**src/rtl/yd_pkg.sv**
```systemverilog
`default_nettype none
// +----------------------------------------------------------------------------+
// | Package     : yd_pkg                                                       |
// | Description : Shared defaults and lock-FSM state type for ram_arbiter.     |
// | Revision    : 1.0                                                          |
// +----------------------------------------------------------------------------+
package yd_pkg;

    localparam int DEF_DW     = 16;
    localparam int DEF_RAM_AW = 7;

    typedef enum logic [1:0] {
        IDLE = 2'd0,
        OWN0 = 2'd1,
        OWN1 = 2'd2
    } arb_state_t;

endpackage : yd_pkg
`default_nettype wire

```
**src/rtl/ram_arbiter_if.sv**
```systemverilog
`default_nettype none
// +----------------------------------------------------------------------------+
// | Interface   : ram_arbiter_if                                               |
// | Description : Requester ports and RAM macro port of the two-way arbiter.   |
// | Revision    : 1.0                                                          |
// +----------------------------------------------------------------------------+
interface ram_arbiter_if #(
    parameter int DW     = yd_pkg::DEF_DW,
    parameter int RAM_AW = yd_pkg::DEF_RAM_AW
);
    logic              req0;
    logic              we0;
    logic [RAM_AW-1:0] addr0;
    logic [DW-1:0]     wdata0;
    logic              lock0;
    logic              req1;
    logic              we1;
    logic [RAM_AW-1:0] addr1;
    logic [DW-1:0]     wdata1;
    logic              lock1;
    logic              gnt0;
    logic              gnt1;
    logic              rvalid0;
    logic              rvalid1;
    logic [DW-1:0]     rdata;
    logic              ram_en;
    logic              ram_we;
    logic [RAM_AW-1:0] ram_addr;
    logic [DW-1:0]     ram_wdata;
    logic [DW-1:0]     ram_rdata;

    // Arbiter side
    modport slave (
        input  req0, we0, addr0, wdata0, lock0,
        input  req1, we1, addr1, wdata1, lock1,
        input  ram_rdata,
        output gnt0, gnt1, rvalid0, rvalid1, rdata,
        output ram_en, ram_we, ram_addr, ram_wdata
    );

    // Requesters plus RAM macro side
    modport master (
        output req0, we0, addr0, wdata0, lock0,
        output req1, we1, addr1, wdata1, lock1,
        output ram_rdata,
        input  gnt0, gnt1, rvalid0, rvalid1, rdata,
        input  ram_en, ram_we, ram_addr, ram_wdata
    );

endinterface : ram_arbiter_if
`default_nettype wire

```
**src/rtl/ram_arbiter_rr_pick2.sv**
```systemverilog
`default_nettype none
// +----------------------------------------------------------------------------+
// | Module      : rr_pick2                                                     |
// | Description : Combinational two-way round-robin selector with force mask.  |
// | Revision    : 1.0                                                          |
// +----------------------------------------------------------------------------+
module rr_pick2 (
    input  wire logic [1:0] req,
    input  wire logic       last,
    input  wire logic [1:0] force_sel,
    output logic      [1:0] gnt
);

    always_comb begin
        gnt = 2'b00;
        // A non-zero force mask restricts eligibility to the owning port
        if (force_sel != 2'b00) begin
            gnt = req & force_sel;
        end else if (req == 2'b11) begin
            gnt = last ? 2'b01 : 2'b10;
        end else begin
            gnt = req;
        end
    end

endmodule : rr_pick2
`default_nettype wire

```
**src/rtl/ram_arbiter.sv**
```systemverilog
`default_nettype none
// +----------------------------------------------------------------------------+
// | Module      : ram_arbiter                                                  |
// | Description : Round-robin arbiter sharing a single-port sync RAM between   |
// |               two masters. Define RAM_ARB_LOCK_EN for locked sequences.    |
// | Revision    : 1.0                                                          |
// +----------------------------------------------------------------------------+
module ram_arbiter
    import yd_pkg::*;
#(
    parameter int DW     = DEF_DW,
    parameter int RAM_AW = DEF_RAM_AW
) (
    input  wire logic    clk,
    input  wire logic    rst,
    ram_arbiter_if.slave bus
);

    logic              r_last;
    logic              r_rd_pend;
    logic              r_rd_own;
    logic [1:0]        w_req;
    logic [1:0]        w_force;
    logic [1:0]        w_pick;
    logic [1:0]        w_gnt;
    logic              w_en;
    logic              w_we;
    logic [RAM_AW-1:0] w_addr;
    logic [DW-1:0]     w_wdata;

    assign w_req = {bus.req1, bus.req0};

`ifdef RAM_ARB_LOCK_EN
    arb_state_t r_state;
    arb_state_t w_state_nxt;

    always_ff @(posedge clk or negedge rst) begin
        if (!rst) begin
            r_state <= IDLE;
        end else begin
            r_state <= w_state_nxt;
        end
    end

    always_comb begin
        w_state_nxt = r_state;
        w_force     = 2'b00;
        case (r_state)
            IDLE: begin
                if (w_gnt[0] && bus.lock0) begin
                    w_state_nxt = OWN0;
                end else if (w_gnt[1] && bus.lock1) begin
                    w_state_nxt = OWN1;
                end
            end
            OWN0: begin
                w_force = 2'b01;
                if (!bus.req0 || (w_gnt[0] && !bus.lock0)) begin
                    w_state_nxt = IDLE;
                end
            end
            OWN1: begin
                w_force = 2'b10;
                if (!bus.req1 || (w_gnt[1] && !bus.lock1)) begin
                    w_state_nxt = IDLE;
                end
            end
            default: w_state_nxt = IDLE;
        endcase
    end
`else
    logic w_unused_lock;
    assign w_unused_lock = bus.lock0 | bus.lock1;
    assign w_force       = 2'b00;
`endif

    rr_pick2 u_pick (
        .req       (w_req),
        .last      (r_last),
        .force_sel (w_force),
        .gnt       (w_pick)
    );

    // Reset must silence the combinational grant path as well as the registers
    assign w_gnt = rst ? w_pick : 2'b00;

    always_comb begin
        w_en    = 1'b0;
        w_we    = 1'b0;
        w_addr  = '0;
        w_wdata = '0;
        if (w_gnt[0]) begin
            w_en    = 1'b1;
            w_we    = bus.we0;
            w_addr  = bus.addr0;
            w_wdata = bus.wdata0;
        end else if (w_gnt[1]) begin
            w_en    = 1'b1;
            w_we    = bus.we1;
            w_addr  = bus.addr1;
            w_wdata = bus.wdata1;
        end
    end

    always_ff @(posedge clk or negedge rst) begin
        if (!rst) begin
            r_last    <= 1'b1;
            r_rd_pend <= 1'b0;
            r_rd_own  <= 1'b0;
        end else begin
            if (w_en) begin
                r_last <= w_gnt[1];
            end
            r_rd_pend <= w_en & ~w_we;
            r_rd_own  <= w_gnt[1];
        end
    end

    assign bus.gnt0      = w_gnt[0];
    assign bus.gnt1      = w_gnt[1];
    assign bus.ram_en    = w_en;
    assign bus.ram_we    = w_we;
    assign bus.ram_addr  = w_addr;
    assign bus.ram_wdata = w_wdata;
    assign bus.rvalid0   = r_rd_pend & ~r_rd_own;
    assign bus.rvalid1   = r_rd_pend &  r_rd_own;
    assign bus.rdata     = rst ? bus.ram_rdata : '0;

endmodule : ram_arbiter
`default_nettype wire

```
**src/flat_wrapper.sv**
```systemverilog
// flat-port wrapper written by rule: the top's interface ports become plain ports
module ram_arbiter_flat import yd_pkg::*;
#(
    parameter int DW     = DEF_DW,
    parameter int RAM_AW = DEF_RAM_AW
)
  (clk, rst, bus_req0, bus_we0, bus_addr0, bus_wdata0, bus_lock0, bus_req1, bus_we1, bus_addr1, bus_wdata1, bus_lock1, bus_ram_rdata, bus_gnt0, bus_gnt1, bus_rvalid0, bus_rvalid1, bus_rdata, bus_ram_en, bus_ram_we, bus_ram_addr, bus_ram_wdata);
  ram_arbiter_if #(.DW(DW), .RAM_AW(RAM_AW)) bus_i ();
  input  wire logic clk;
  input  wire logic rst;
  input wire logic [$bits(bus_i.req0)-1:0] bus_req0;
  input wire logic [$bits(bus_i.we0)-1:0] bus_we0;
  input wire logic [$bits(bus_i.addr0)-1:0] bus_addr0;
  input wire logic [$bits(bus_i.wdata0)-1:0] bus_wdata0;
  input wire logic [$bits(bus_i.lock0)-1:0] bus_lock0;
  input wire logic [$bits(bus_i.req1)-1:0] bus_req1;
  input wire logic [$bits(bus_i.we1)-1:0] bus_we1;
  input wire logic [$bits(bus_i.addr1)-1:0] bus_addr1;
  input wire logic [$bits(bus_i.wdata1)-1:0] bus_wdata1;
  input wire logic [$bits(bus_i.lock1)-1:0] bus_lock1;
  input wire logic [$bits(bus_i.ram_rdata)-1:0] bus_ram_rdata;
  output wire logic [$bits(bus_i.gnt0)-1:0] bus_gnt0;
  output wire logic [$bits(bus_i.gnt1)-1:0] bus_gnt1;
  output wire logic [$bits(bus_i.rvalid0)-1:0] bus_rvalid0;
  output wire logic [$bits(bus_i.rvalid1)-1:0] bus_rvalid1;
  output wire logic [$bits(bus_i.rdata)-1:0] bus_rdata;
  output wire logic [$bits(bus_i.ram_en)-1:0] bus_ram_en;
  output wire logic [$bits(bus_i.ram_we)-1:0] bus_ram_we;
  output wire logic [$bits(bus_i.ram_addr)-1:0] bus_ram_addr;
  output wire logic [$bits(bus_i.ram_wdata)-1:0] bus_ram_wdata;
  assign bus_i.req0 = bus_req0;
  assign bus_i.we0 = bus_we0;
  assign bus_i.addr0 = bus_addr0;
  assign bus_i.wdata0 = bus_wdata0;
  assign bus_i.lock0 = bus_lock0;
  assign bus_i.req1 = bus_req1;
  assign bus_i.we1 = bus_we1;
  assign bus_i.addr1 = bus_addr1;
  assign bus_i.wdata1 = bus_wdata1;
  assign bus_i.lock1 = bus_lock1;
  assign bus_i.ram_rdata = bus_ram_rdata;
  assign bus_gnt0 = bus_i.gnt0;
  assign bus_gnt1 = bus_i.gnt1;
  assign bus_rvalid0 = bus_i.rvalid0;
  assign bus_rvalid1 = bus_i.rvalid1;
  assign bus_rdata = bus_i.rdata;
  assign bus_ram_en = bus_i.ram_en;
  assign bus_ram_we = bus_i.ram_we;
  assign bus_ram_addr = bus_i.ram_addr;
  assign bus_ram_wdata = bus_i.ram_wdata;
  ram_arbiter #(.DW(DW), .RAM_AW(RAM_AW)) u_core (.clk(clk), .rst(rst), .bus(bus_i));
endmodule
```
**config.mk**
```make
export PLATFORM = sky130hd
export DESIGN_NAME = ram_arbiter_flat
export DESIGN_NICKNAME = d
export VERILOG_FILES = /design/src/rtl/yd_pkg.sv /design/src/rtl/ram_arbiter_if.sv /design/src/rtl/ram_arbiter_rr_pick2.sv /design/src/rtl/ram_arbiter.sv /design/src/flat_wrapper.sv
export SDC_FILE = /design/constraint.sdc
export NUM_CORES = 1
export LEC_CHECK = 0
export CAP_MARGIN = 30
export CORE_ASPECT_RATIO = 1.1
export CORE_MARGIN = 2
export CORE_UTILIZATION = 26
export DETAILED_ROUTE_END_ITERATION = 8
export PLACE_DENSITY_LB_ADDON = 0.3
export SKIP_LAST_GASP = 1
export SLEW_MARGIN = 15
export SYNTH_ARGS = -nofsm -noshare
export SYNTH_HDL_FRONTEND = slang
export SYNTH_SLANG_ARGS = --single-unit
```
**constraint.sdc**
```tcl
create_clock -name clk -period 1.75 [get_ports clk]
set_clock_uncertainty 0.05 [all_clocks]
set_input_delay 0.4375 -clock clk [delete_from_list [all_inputs] [get_ports clk]]
set_output_delay 0.4375 -clock clk [all_outputs]
set_load 0.01 [all_outputs]
```
==> summary.md <==
| Metric | Value |
|---|---|
| WP data arrival | between 1 and 1.5 ns |
| Die Width | 60.6 um |
| Final worst-path cycle share | 111% |
| Synthesized area | about 900 um2 |
| Initial antenna violation count | 0 |
| Final #Nets | ~310 |
| Drt drc | 0 |
| Hold_buf cts | 0 |
| Root buf cell | clkbuf_4 |
| Worst Path Max Fanout | 13 |
| Count of different cell masters after synthesis | 21 |
| Number of top-level pins | between 100 and 150 |
| 1st-iter DRT viols | 51 |
| Core ar. | 0.00336 mm2 |
| Finish-stage setup viols | 25 |
| Rows | 22 |
| Pwr Density | 386 mW/mm2 |
| Area growth from synthesis to layout | 138% |
| Layout fillers | a little under 300 |
| CP Launch Type | flip-flop |
| Synthesized flop and latch total | 3 |
| Die area | around 0.004 mm2 |
| Die height | between 60 and 70 um |
| Worst setup EP type | output pin |
| Vias | 1,323 |
| HPWL Detailed | ~2900 um |
| Worst-Skew Late Latency | ~0.23 ns |
| Max Clock Freq | 0.515 GHz |
| Largest net degree at the start of global routing | 30 |
| Inserted Clock Buffers | 3 |
| Sink Count | 3 |
| Vias in the first global route | around 1,200 |
| Max clock buf depth | 2 |
| Final WL | between 3000 and 4000 um |
| Post-Syn Nets | 191 |
| Final Slew Violations | 0 |
| IR Drop Worst-Case VDD | 180 uV |
| Worst Slack Setup Final | -0.192 ns |
| H-Tree Depth | 1 |
| Vias per cell | 4.58 |
| GPL Wtd Cong | 0.788 |
| Reg clk slew, reported paths | ~0.040 ns |
| TNS Setup | -4.64 ns |
| Worst hold path class | input pin to asynchronous set/reset pin |
| Worst EP required | 1.26 ns |
| Worst-Margin Slew | 0.252 ns |
| Post-synthesis sequential area ratio | 8.32% |
| First-pass DRT Iterations | 4 |
| Ys Warns | 0 |
| Post-DRT Antenna Nets | 0 |
| Min Clock Period, post-route | between 1.5 and 2 ns |
| Outcome | finished with violations |
| Initial Util | 27.3% |
| Final hold violations | 0 |
| Synthesized netlist cell count | ~120 |
| RSZ-0062 raised after global routing | yes |
| Failing checks | setup timing |
| Wire per inst | around 13 um |
| Setup slack, reg-to-reg | roughly 0.42 ns |
| Buffers added on ports | 112 |
| Diodes inserted | 0 |
| Hold WS | around 0.25 ns |
| First-pass GRT wire length | a little under 6000 um |
| Leakage power | 0.985 nW |
| TritonCTS clock tree | yes |
| Max Cap Violations | 0 |
| Critical path class | flip-flop to output pin |
| Share of cells above drive strength 1 | between 30% and 40% |
| GRT overflow | 0 |
| Syn avg cell area | about 7.6 um2 |
| GRT Total Usage | 18.5% |
| Slew Limit Headroom | roughly 83% |
-- stage by stage --
| step | cell area (um2) | worst slack (ns) | power [mW] | utilization (%) | cells |
|---|---|---|---|---|---|
| after detailed placement | 2170 | -0.823 | 0.702 | 64.5 | 280 |
| after global placement | 2170 | -0.811 | 0.696 | 64.5 | 280 |
| after global routing | 2190 | -0.243 | 0.898 | 65.1 | 289 |
| final | 2190 | -0.192 | 0.844 | 65.1 | 289 |
| after CTS | 2160 | -0.197 | 0.824 | 64.5 | 287 |
| after floorplan | 917 | 0.116 | 0.356 | - | 121 |
-- Yosys cell counts (all sizes together) --
master / number / share of area (%)
buf: 14 / 13
nand2: 48 / 20
dfstp: 1 / 2.9
and2: 17 / 12
a21oi: 1 / 0.55
nor3: 1 / 0.55
inv: 2 / 0.82
nor2b: 2 / 1.6
a31oi: 1 / 0.68
o32ai: 25 / 39
dfrtp: 2 / 5.5
nand2b: 2 / 1.4
clkbuf: 1 / 0.41
a21bo: 1 / 1.1
nor2: 3 / 1.2
-- power breakdown --
part           switching, mW  internal, mW  leakage, nW  total (mW)
logic                  0.256         0.380        0.933       0.637
clock network         0.0334        0.0853       0.0150       0.119
registers            0.00765        0.0813       0.0370      0.0889
-- cell type report --
cell class / count / area [um2] / area share, %
multi-input combinational: 101 / 762 / 34.9
timing repair buffer: 131 / 1250 / 57.4
inverter: 2 / 7.51 / 0.343
tap: 48 / 60.1 / 2.75
sequential: 3 / 76.3 / 3.49
clock buffer: 4 / 26.3 / 1.20
-- final timing paths --
path	end	startpoint	cells after the start
max in group asynchronous	u_core.r_last	rst	3
min reg2reg	u_core.r_last	u_core.r_last	4
max	bus_ram_wdata[2]	u_core.r_last	5
min in group clk	u_core.r_last	bus_req0	3
min	u_core.r_rd_pend	rst	2
max reg2reg	u_core.r_rd_own	u_core.r_last	5
-- what timing repair did --
action,in CTS,in global routing
endpoints found under the setup margin,43,38
resized for setup,151,16
cloned,3,1
buffers inserted,0,1
-- metal layers --
metal / track usage (%) / part of all wire (%) / up-vias
met5: 0 / 0 / -
met4: 4.62 / 1.2 / 0
met3: 3.33 / 7.0 / 6
met2: 33.6 / 52 / 55
met1: 21.8 / 39 / 591
li1: - / - / 671
-- cells in the final DEF (no fill, tap or decap), drive strengths merged --
cell and count:
nand2 48, inv 2, clkdlybuf4s15 7, nor2 3, dfstp 1, nand2b 2, a31oi 1, dlymetal6s2s 2
o32ai 25, dlygate4sd2 1, dfrtp 2, clkbuf 15, and2 17, buf 45, nor3 1, bufbuf 1
nor2b 2, a21bo 1, a21oi 1, clkdlybuf4s50 64
-- registers in the layout (all words and copies together), names as in the netlist --
register / cells
u_core.r_last: 1
u_core.r_rd_own: 1
u_core.r_rd_pend: 1
-- cells by family after synthesis --
| group | Yosys count | synth area share (%) |
|---|---|---|
| AOI/OAI and AO/OA | 28 | 41.7 |
| buffers and inverters | 17 | 13.9 |
| and+or+nand+nor | 73 | 36.0 |
| DFF | 3 | 8.32 |
-- worst max-delay path: stages, from the launching register on --
cell and delay (ns):
dfstp_2 0.56, buf_6 0.10, a21bo_4 0.18, buf_16 0.17, o32ai_2 0.07, buf_2 0.14
Power figures use the tool's default switching activity.
